`src/rtl/layer_compositor.sv`:
```
// layer_compositor: fixed-priority sprite compositor with sync alignment and per-frame collision latch.
// Optional macro TRANSPARENCY_KEY_EN masks layer pixels equal to KEY_COLOR.
`default_nettype none

module layer_compositor #(
  parameter int N_LAYERS = 4,
  parameter int COLOR_W = 4,
  parameter logic [3*COLOR_W-1:0] BG_DEFAULT = 12'hFFF,
  parameter bit SYNC_POL = 1'b0,
  parameter logic [3*COLOR_W-1:0] KEY_COLOR = 12'hF0F
) (
  input  logic                            clock,
  input  logic                            reset_n,
  input  logic                            visible,
  input  logic                            hsync_in,
  input  logic                            vsync_in,
  input  logic [N_LAYERS-1:0]             layer_visible,
  input  logic [N_LAYERS*3*COLOR_W-1:0]   layer_rgb,
  input  logic                            bg_load,
  input  logic [3*COLOR_W-1:0]            bg_rgb_in,
  output logic [COLOR_W-1:0]              vga_r,
  output logic [COLOR_W-1:0]              vga_g,
  output logic [COLOR_W-1:0]              vga_b,
  output logic                            hsync_out,
  output logic                            vsync_out,
  output logic                            collision_frame,
  output logic                            collision_pulse,
  output logic [15:0]                     frame_count
);

  localparam int PIX_W = 3 * COLOR_W;

  logic                        s1_visible;
  logic                        s1_hsync;
  logic                        s1_vsync;
  logic [N_LAYERS-1:0]         s1_layer_visible;
  logic [N_LAYERS*PIX_W-1:0]   s1_layer_rgb;
  logic [PIX_W-1:0]            bg_rgb;
  logic                        collision_live;

  logic [N_LAYERS-1:0]         eff;
  logic [PIX_W-1:0]            pixel;
  logic                        hit;
  logic                        frame_edge;

`ifdef TRANSPARENCY_KEY_EN
  for (genvar i = 0; i < N_LAYERS; i++) begin : g_key
    assign eff[i] = s1_layer_visible[i] & (s1_layer_rgb[i*PIX_W +: PIX_W] != KEY_COLOR);
  end
`else
  logic unused_key;
  assign eff        = s1_layer_visible;
  assign unused_key = ^KEY_COLOR;
`endif

  // Walk from lowest priority upward so the lowest-index covering layer wins.
  always_comb begin
    pixel = bg_rgb;
    for (int i = N_LAYERS - 1; i >= 0; i--) begin
      if (eff[i]) pixel = s1_layer_rgb[i*PIX_W +: PIX_W];
    end
    if (!s1_visible) pixel = '0;
  end

  assign hit = s1_visible & eff[0] & (|eff[N_LAYERS-1:1]);
  // vsync_out holds the previous stage-1 vsync, so it doubles as the edge-detect history.
  assign frame_edge = (s1_vsync == SYNC_POL) && (vsync_out != SYNC_POL);

  always_ff @(posedge clock or negedge reset_n) begin
    if (!reset_n) begin
      s1_visible       <= 1'b0;
      s1_hsync         <= ~SYNC_POL;
      s1_vsync         <= ~SYNC_POL;
      s1_layer_visible <= '0;
      s1_layer_rgb     <= '0;
      bg_rgb           <= BG_DEFAULT;
    end else begin
      s1_visible       <= visible;
      s1_hsync         <= hsync_in;
      s1_vsync         <= vsync_in;
      s1_layer_visible <= layer_visible;
      s1_layer_rgb     <= layer_rgb;
      if (bg_load) bg_rgb <= bg_rgb_in;
    end
  end

  always_ff @(posedge clock or negedge reset_n) begin
    if (!reset_n) begin
      vga_r           <= '0;
      vga_g           <= '0;
      vga_b           <= '0;
      hsync_out       <= ~SYNC_POL;
      vsync_out       <= ~SYNC_POL;
      collision_live  <= 1'b0;
      collision_frame <= 1'b0;
      collision_pulse <= 1'b0;
      frame_count     <= '0;
    end else begin
      {vga_r, vga_g, vga_b} <= pixel;
      hsync_out             <= s1_hsync;
      vsync_out             <= s1_vsync;
      if (frame_edge) begin
        collision_frame <= collision_live | hit;
        collision_pulse <= collision_live | hit;
        collision_live  <= 1'b0;
        frame_count     <= frame_count + 16'd1;
      end else begin
        collision_pulse <= 1'b0;
        collision_live  <= collision_live | hit;
      end
    end
  end

endmodule

`default_nettype wire

```
`config.mk`:
```
export PLATFORM = sky130hd
export DESIGN_NAME = layer_compositor
export DESIGN_NICKNAME = d
export VERILOG_FILES = /design/src/rtl/layer_compositor.sv
export SDC_FILE = /design/constraint.sdc
export NUM_CORES = 1
export LEC_CHECK = 0
export BUFFER_PORTS_ARGS = -buffer_cell sky130_fd_sc_hd__buf_2
export CORE_ASPECT_RATIO = 0.9
export CORE_MARGIN = 1.5
export CORE_UTILIZATION = 48
export DETAILED_ROUTE_END_ITERATION = 12
export GPL_ROUTABILITY_DRIVEN = 0
export GPL_TIMING_DRIVEN = 0
export PLACE_DENSITY_LB_ADDON = 0.3
export SLEW_MARGIN = 25
export SYNTH_ARGS = -nofsm -noshare
export SYNTH_HDL_FRONTEND = slang
export SYNTH_SLANG_ARGS = --single-unit
```
`constraint.sdc`:
```
create_clock -name clock -period 2.5 [get_ports clock]
set_input_delay 0 -clock clock [delete_from_list [all_inputs] [get_ports clock]]
set_output_delay 0 -clock clock [all_outputs]
set_load 0.02 [all_outputs]
```
==> impl_metrics.toml, run 1 <==
[setup_path]
cp-startpoint = "eff[3]$_DFF_PN0_"
endpoint = "vga_g[1]$_DFF_PN0_"
r2r-start = "eff[3]$_DFF_PN0_"
timing.rr.end = "vga_g[1]$_DFF_PN0_"
crit_arrival_ps = 1780
cp-start-kind = "flop"
path_class = "flop to flop"
reg2reg_slack_ps = 960
cp_max_fo = 10
crit_required_ps = 2750
cp-end-kind = "flop"
slowest_stage = "dfrtp_1"
r2r_cells = 5
crit_chain = "buf_6, mux2_4, mux2i_1, o21ai_1, a22o_1"
max_stage_delay_ps = 430

[placement]
dpl_cell_area_sq_mm = 0.00422
io_buffer_count = 101
hpwlAfterDp_um = 4570

[cts]
cts_tree = "built"
cts_max_level = 3
clkSlewWorstSetupHoldPaths_ps = 90
cts_resized = 0
post_cts_buffers = 0
root_buffer = "clkbuf_8"
cts-buffers-inserted = 9
clock-sinks = 100
cts_hold_buf = 70
clock_latency_ps = 360
cts_buffer_depth = 2

[yosys]
synth-async-reset-ratio_pct = 100
ys.flop_type = "dfrtp_1"
synth_area_leaders = "dfrtp_1, dfstp_2, mux2_2"
ys_ff_latch = 100
yosysTopAreaCellShare_pct = 59.0
syn_avg_cell_area_sq_um = 15.1
synth.net_count = 307
seq_area_frac_synth_pct = 70.8
yosysWarnings = 0
netlist-cell-type-count = 32
synth-edff-count = 0
synth_area_leader_cell = "dfrtp_1"
syn_inst = 236
syn_area_sq_mm = 0.00356

[sta]
finalHoldViolations = 0
fmax_mhz = 650
tns_ps = 0
final-max-slew-violation-count = 0
fin_crit_ps = 1540
grt_setup_unrepaired = "false"
finalSetupViolations = 0
tightest_slew_ps = 444
clock_skew_ps = 9.79
max-slew-margin-rel_pct = 70.3
period_share_pct = 61.5

[pwr]
p_per_area_mw_per_mm2 = 711
p_leak_nw = 2.50
vdd_drop_max_uv = 427

[grt]
antenna_found_initial = 0
grt_max_degree = 53
overflow = 0
grt_pass1_vias = 2682
track_usage_pct = 21.3
grt_pass1_wl_um = 12500

[run_status]
status = "completed"

[die]
core_sq_mm = 0.00711
die_h_um = 84.7
row_count = 29
num_io_pins = 102
die-area_sq_mm = 0.00795
initial_core_util_pct = 50.1
die_w_um = 93.8

[drt]
drt-vias-per-instance = 4.78
avgRoutedWirePerCell_um = 14.7
vias = 2469
dr.pass1.iters = 4
drt_iter0_markers = 68
ant_nets = 0
drc = 0
drt_wl_total_um = 7620

[layout]
fin_nets = 490
area_delta_synth_final_pct = 45.5
drive_above_1_share_pct = 38.2
diodes = 0
design_area_sq_mm = 0.00518

[hold_path]
worstHoldPathType = "input pin to async pin"

[run]
maxCapViolCount = 0
## cell usage after synthesis (all sizes together), types with 4 or more instances
cell type	n
a22o	10
buf	5
dfrtp	84
dfstp	16
mux2	22
mux2i	14
nand2	21
nand3	6
nand4	6
nor2	4
o21ai	14
xnor2	14
## flip-flops by register name, indices dropped and copies added, names as in the netlist, 4 cells and up
name,cells
s1_layer_rgb,48
frame_count,16
eff,4
bg_rgb,12
vga_r,4
vga_g,4
vga_b,4
## power breakdown
group / internal [mW] / switching [mW] / leakage, nW
sequential: 1.76 / 0.0887 / 1.20
combinational: 0.273 / 0.261 / 1.18
clock: 0.794 / 0.507 / 0.131
total: 2.83 / 0.857 / 2.50
## stage by stage
| stage | power, mW | hold WS, ps | util [%] | setup slack (ps) | std cells |
|---|---|---|---|---|---|
| finish | 3.68 | 125 | 72.9 | 961 | 517 |
| global route | 3.85 | 177 | 72.9 | 853 | 517 |
| CTS | 3.72 | 139 | 72.9 | 961 | 517 |
| detailed placement | 2.32 | -37.5 | 59.3 | 977 | 431 |
| global placement | 2.30 | 107 | 58.8 | 499 | 430 |
| floorplan | 2.12 | -296 | - | 1030 | 236 |
## cell type report
cell class / instances / area (sq um)
buffer: 8 / 60.1
clock buffer: 12 / 145
clock inverter: 4 / 120
fill: 488 / 1930
inverter: 3 / 11.3
multi-input combinational: 125 / 970
sequential: 100 / 2520
tap: 93 / 116
timing repair buffer: 172 / 1240
## placed cells by master, fill, tap and decap left out, types with 4 or more instances in the layout
cell type      instances
buf_2                101
dfrtp_1               84
dlygate4sd3_1         70
nand2_1               21
dfstp_2               16
mux2i_1               14
mux2_2                14
xnor2_1               14
clkbuf_8              11
a22o_1                10
mux2_4                 8
o21ai_1                8
o21ai_0                6
nand4_1                6
nand3_1                6
clkbuf_1               4
nor2_1                 4
bufinv_16              4
## per-layer routing
layer / wire length, um / vias to the layer above / share of wire (%) / GRT usage (%)
li1: - / 1169 / - / -
met2: 3970 / 95 / 52 / 36.5
met4: 206 / 0 / 2.7 / 9.91
met3: 426 / 18 / 5.6 / 5.43
met1: 3020 / 1187 / 40 / 24.9
met5: 0 / - / 0 / 0
## how the worst min path moves through the flow
stage / endpoint / cells after the start
2_1_floorplan: collision_frame$_DFFE_PN0P_ / 0
3_3_place_gp: s1_hsync$_DFF_PN1_ / 1
3_5_place_dp: frame_count[0]$_DFFE_PN0P_ / 1
4_1_cts: frame_count[0]$_DFFE_PN0P_ / 2
5_1_grt: collision_pulse$_DFF_PN0_ / 2
6_report: frame_count[0]$_DFFE_PN0P_ / 2
## worst max-delay path, delay by kind of cell (launching register included)
family / cells / cell delay, ps
AO/OA/AOI/OAI: 2 / 300
flip-flops: 1 / 430
buffers and inverters: 1 / 210
multiplexers: 2 / 490
## cell families after synthesis
| logic type | after synthesis | share of synthesized area [%] |
|---|---|---|
| AO/OA/AOI/OAI | 28 | 5.16 |
| XOR/XNOR | 15 | 3.69 |
| adder cells (fa/ha/maj) | 1 | 0.351 |
| buffers and inverters | 11 | 2.00 |
| flip-flops | 100 | 70.8 |
| multiplexers | 36 | 11.7 |
| AND/OR/NAND/NOR | 45 | 6.29 |
(Power assumes the default switching activity.)
==> inputs of run 2 (changes only) <==
--- a/config.mk
+++ b/config.mk
@@ -8,7 +8,7 @@
 export BUFFER_PORTS_ARGS = -buffer_cell sky130_fd_sc_hd__buf_2
 export CORE_ASPECT_RATIO = 0.9
 export CORE_MARGIN = 1.5
-export CORE_UTILIZATION = 48
+export CORE_UTILIZATION = 46
 export DETAILED_ROUTE_END_ITERATION = 12
 export GPL_ROUTABILITY_DRIVEN = 0
 export GPL_TIMING_DRIVEN = 0
==> constraint.sdc (replaced) <==
create_clock -name clock -period 1.35 [get_ports clock]
set_input_delay 0 -clock clock [delete_from_list [all_inputs] [get_ports clock]]
set_output_delay 0 -clock clock [all_outputs]
set_load 0.02 [all_outputs]
==> run 2 against run 1 <==
The run now ends with negative setup slack left; non-clock buffer count up 6; sequential cell count is the same; sequential share of layout area is 0.54 points lower; worst setup slack got worse by 1100 ps; total power rose by 74%; clock skew is 0.96 ps lower; combinational power grew 100%; fmax rose by 4.9%; wire length up 5.2%.
==> impl_metrics.toml, run 2 (same netlist as run 1, synthesis figures left out) <==
[drt]
drt-vias-per-instance = 4.75
met3RoutedLength_um = 415
drt_iter0_markers = 64
vias = 2499
drt_wl_total_um = 8020
avgRoutedWirePerCell_um = 15.2
drc = 0
dr_wl_met2_um = 4360
top_layer_used = "met4"
wirelength_met1_um = 3120
ant_nets = 0
dr.pass1.iters = 4

[setup_path]
critPathTopFamily = "multiplexers"
cp_max_fo = 9
path_class = "flop to flop"
cp.depth = 5
crit_arrival_ps = 1710
r2r_cells = 5
crit_chain = "buf_8, mux2_4, mux2i_1, o21ai_1, a22o_1"
crit_required_ps = 1590
critPathBufInv = 1
cp-start-kind = "flop"
cp-end-kind = "flop"
max_stage_delay_ps = 410
slowest_stage = "dfrtp_1"

[grt]
overflow = 0
grt_max_degree = 63
grt_pass1_wl_um = 12600
grt_pass1_vias = 2701
track_usage_pct = 21.0
antenna_found_initial = 0

[die]
core_sq_mm = 0.00751
initial_core_util_pct = 47.5
row_count = 30
die_w_um = 95.8
die_h_um = 86.5
num_io_pins = 102
die-area_sq_mm = 0.00828

[sta]
finalSetupViolations = 12
final-max-slew-violation-count = 0
max-slew-margin-rel_pct = 72.6
period_share_pct = 109
fin_crit_ps = 1470
setup_ws_ps = -117
finalHoldViolations = 0
fmax_mhz = 682
grt_setup_unrepaired = "true"
tightest_slew_ps = 412
clock_skew_ps = 8.83

[hold_path]
worstHoldPathType = "input pin to async pin"

[cts]
clkSlewWorstSetupHoldPaths_ps = 90
cts-buffers-inserted = 9
cts_tree = "built"
root_buffer = "clkbuf_8"
clock_latency_ps = 350
cts_max_level = 3
cts_buffer_depth = 2
clock-sinks = 100

[layout]
design_area_sq_mm = 0.00525
top_register = "s1_layer_rgb"
drive_above_1_share_pct = 43.5
area_delta_synth_final_pct = 47.3
postLayoutCoreUtil_pct = 69.9
fin_nets = 496
diodes = 0
largest_reg_flops = 48
nFillCells = 534
final_cell_mix = "buf_2, dfrtp_1, dlygate4sd3_1, nand2_1, dfstp_2"
final_common_cell = "buf_2"
reg_top3 = "s1_layer_rgb x48, frame_count x16, bg_rgb x12"

[pwr]
p_leak_nw = 2.50
vdd_drop_max_uv = 786
p_per_area_mw_per_mm2 = 1220
power_mw = 6.40

[placement]
hpwlAfterDp_um = 4530
io_buffer_count = 101
dpl_cell_area_sq_mm = 0.00423

[run_status]
violations = "negative setup slack"
status = "complete, but fails checks"

[run]
maxCapViolCount = 0
## run 2: cell count changes in the layout (fill, tap and decap cells not counted), moves of 3 or more
cell       previous run  this run
bufinv_16             4         1
o21ai_0               6         2
nand3_2               0         4
o21ai_1               8        12
mux2i_1              14        10
buf_4                 1         7
nand3_1               6         2
mux2i_2               0         4
## run 2: routing by layer
metal	up-vias	GRT usage, %
li1	1185	-
met2	88	37.9
met1	1214	23.7
met3	12	5.70
met4	0	6.95
met5	-	0
## run 2: where the power goes
part | internal, mW | switching, mW | leakage (nW) | total [mW]
Combinational | 0.554 | 0.515 | 1.21 | 1.07
Clock | 0.904 | 0.981 | 0.0983 | 1.88
Sequential | 3.27 | 0.177 | 1.19 | 3.44
Total | 4.72 | 1.67 | 2.50 | 6.40
## run 2: layout make-up
type | count | area, sq um | area share [%]
inverters | 3 | 11.3 | 0.215
well taps | 96 | 120 | 2.29
multi-input cells | 125 | 1040 | 19.9
repair buffers | 178 | 1280 | 24.5
plain buffers | 8 | 63.8 | 1.22
flip-flops and latches | 100 | 2520 | 48.1
clock inverters | 6 | 63.8 | 1.22
clock buffers | 10 | 138 | 2.62
## run 2: path summary, 6_finish.rpt
path	start	to	slack [ps]
setup / recovery	eff[3]$_DFF_PN0_	vga_g[1]$_DFF_PN0_	-120
hold / removal	reset_n	frame_count[1]$_DFFE_PN0P_	110
setup reg to reg	eff[3]$_DFF_PN0_	vga_g[1]$_DFF_PN0_	-120
hold reg to reg	s1_hsync$_DFF_PN1_	hsync_out$_DFF_PN1_	360
max in group asynchronous	reset_n	bg_rgb[7]$_DFFE_PN1P_	590
min in group clock	bg_load	bg_rgb[10]$_DFFE_PN1P_	260
## run 2: through the flow
step	setup WS [ps]	setup TNS (ps)	std cells	hold slack [ps]
floorplan	20.1	0	236	-296
global placement	-799	-56930	433	107
detailed placement	-145	-1030	434	-73.5
CTS	-85.8	-619	522	98.1
global route	-156	-2110	526	136
finish	-117	-742	526	115
## run 2: timing repair
item                       4_1_cts  5_1_grt
gates resized for setup          6       15
gates cloned                     0        0
hold buffers                    70        0
pin swaps                        3        9
hold endpoints to repair       159        0
setup endpoints to repair       18       23
buffers inserted                 2        4
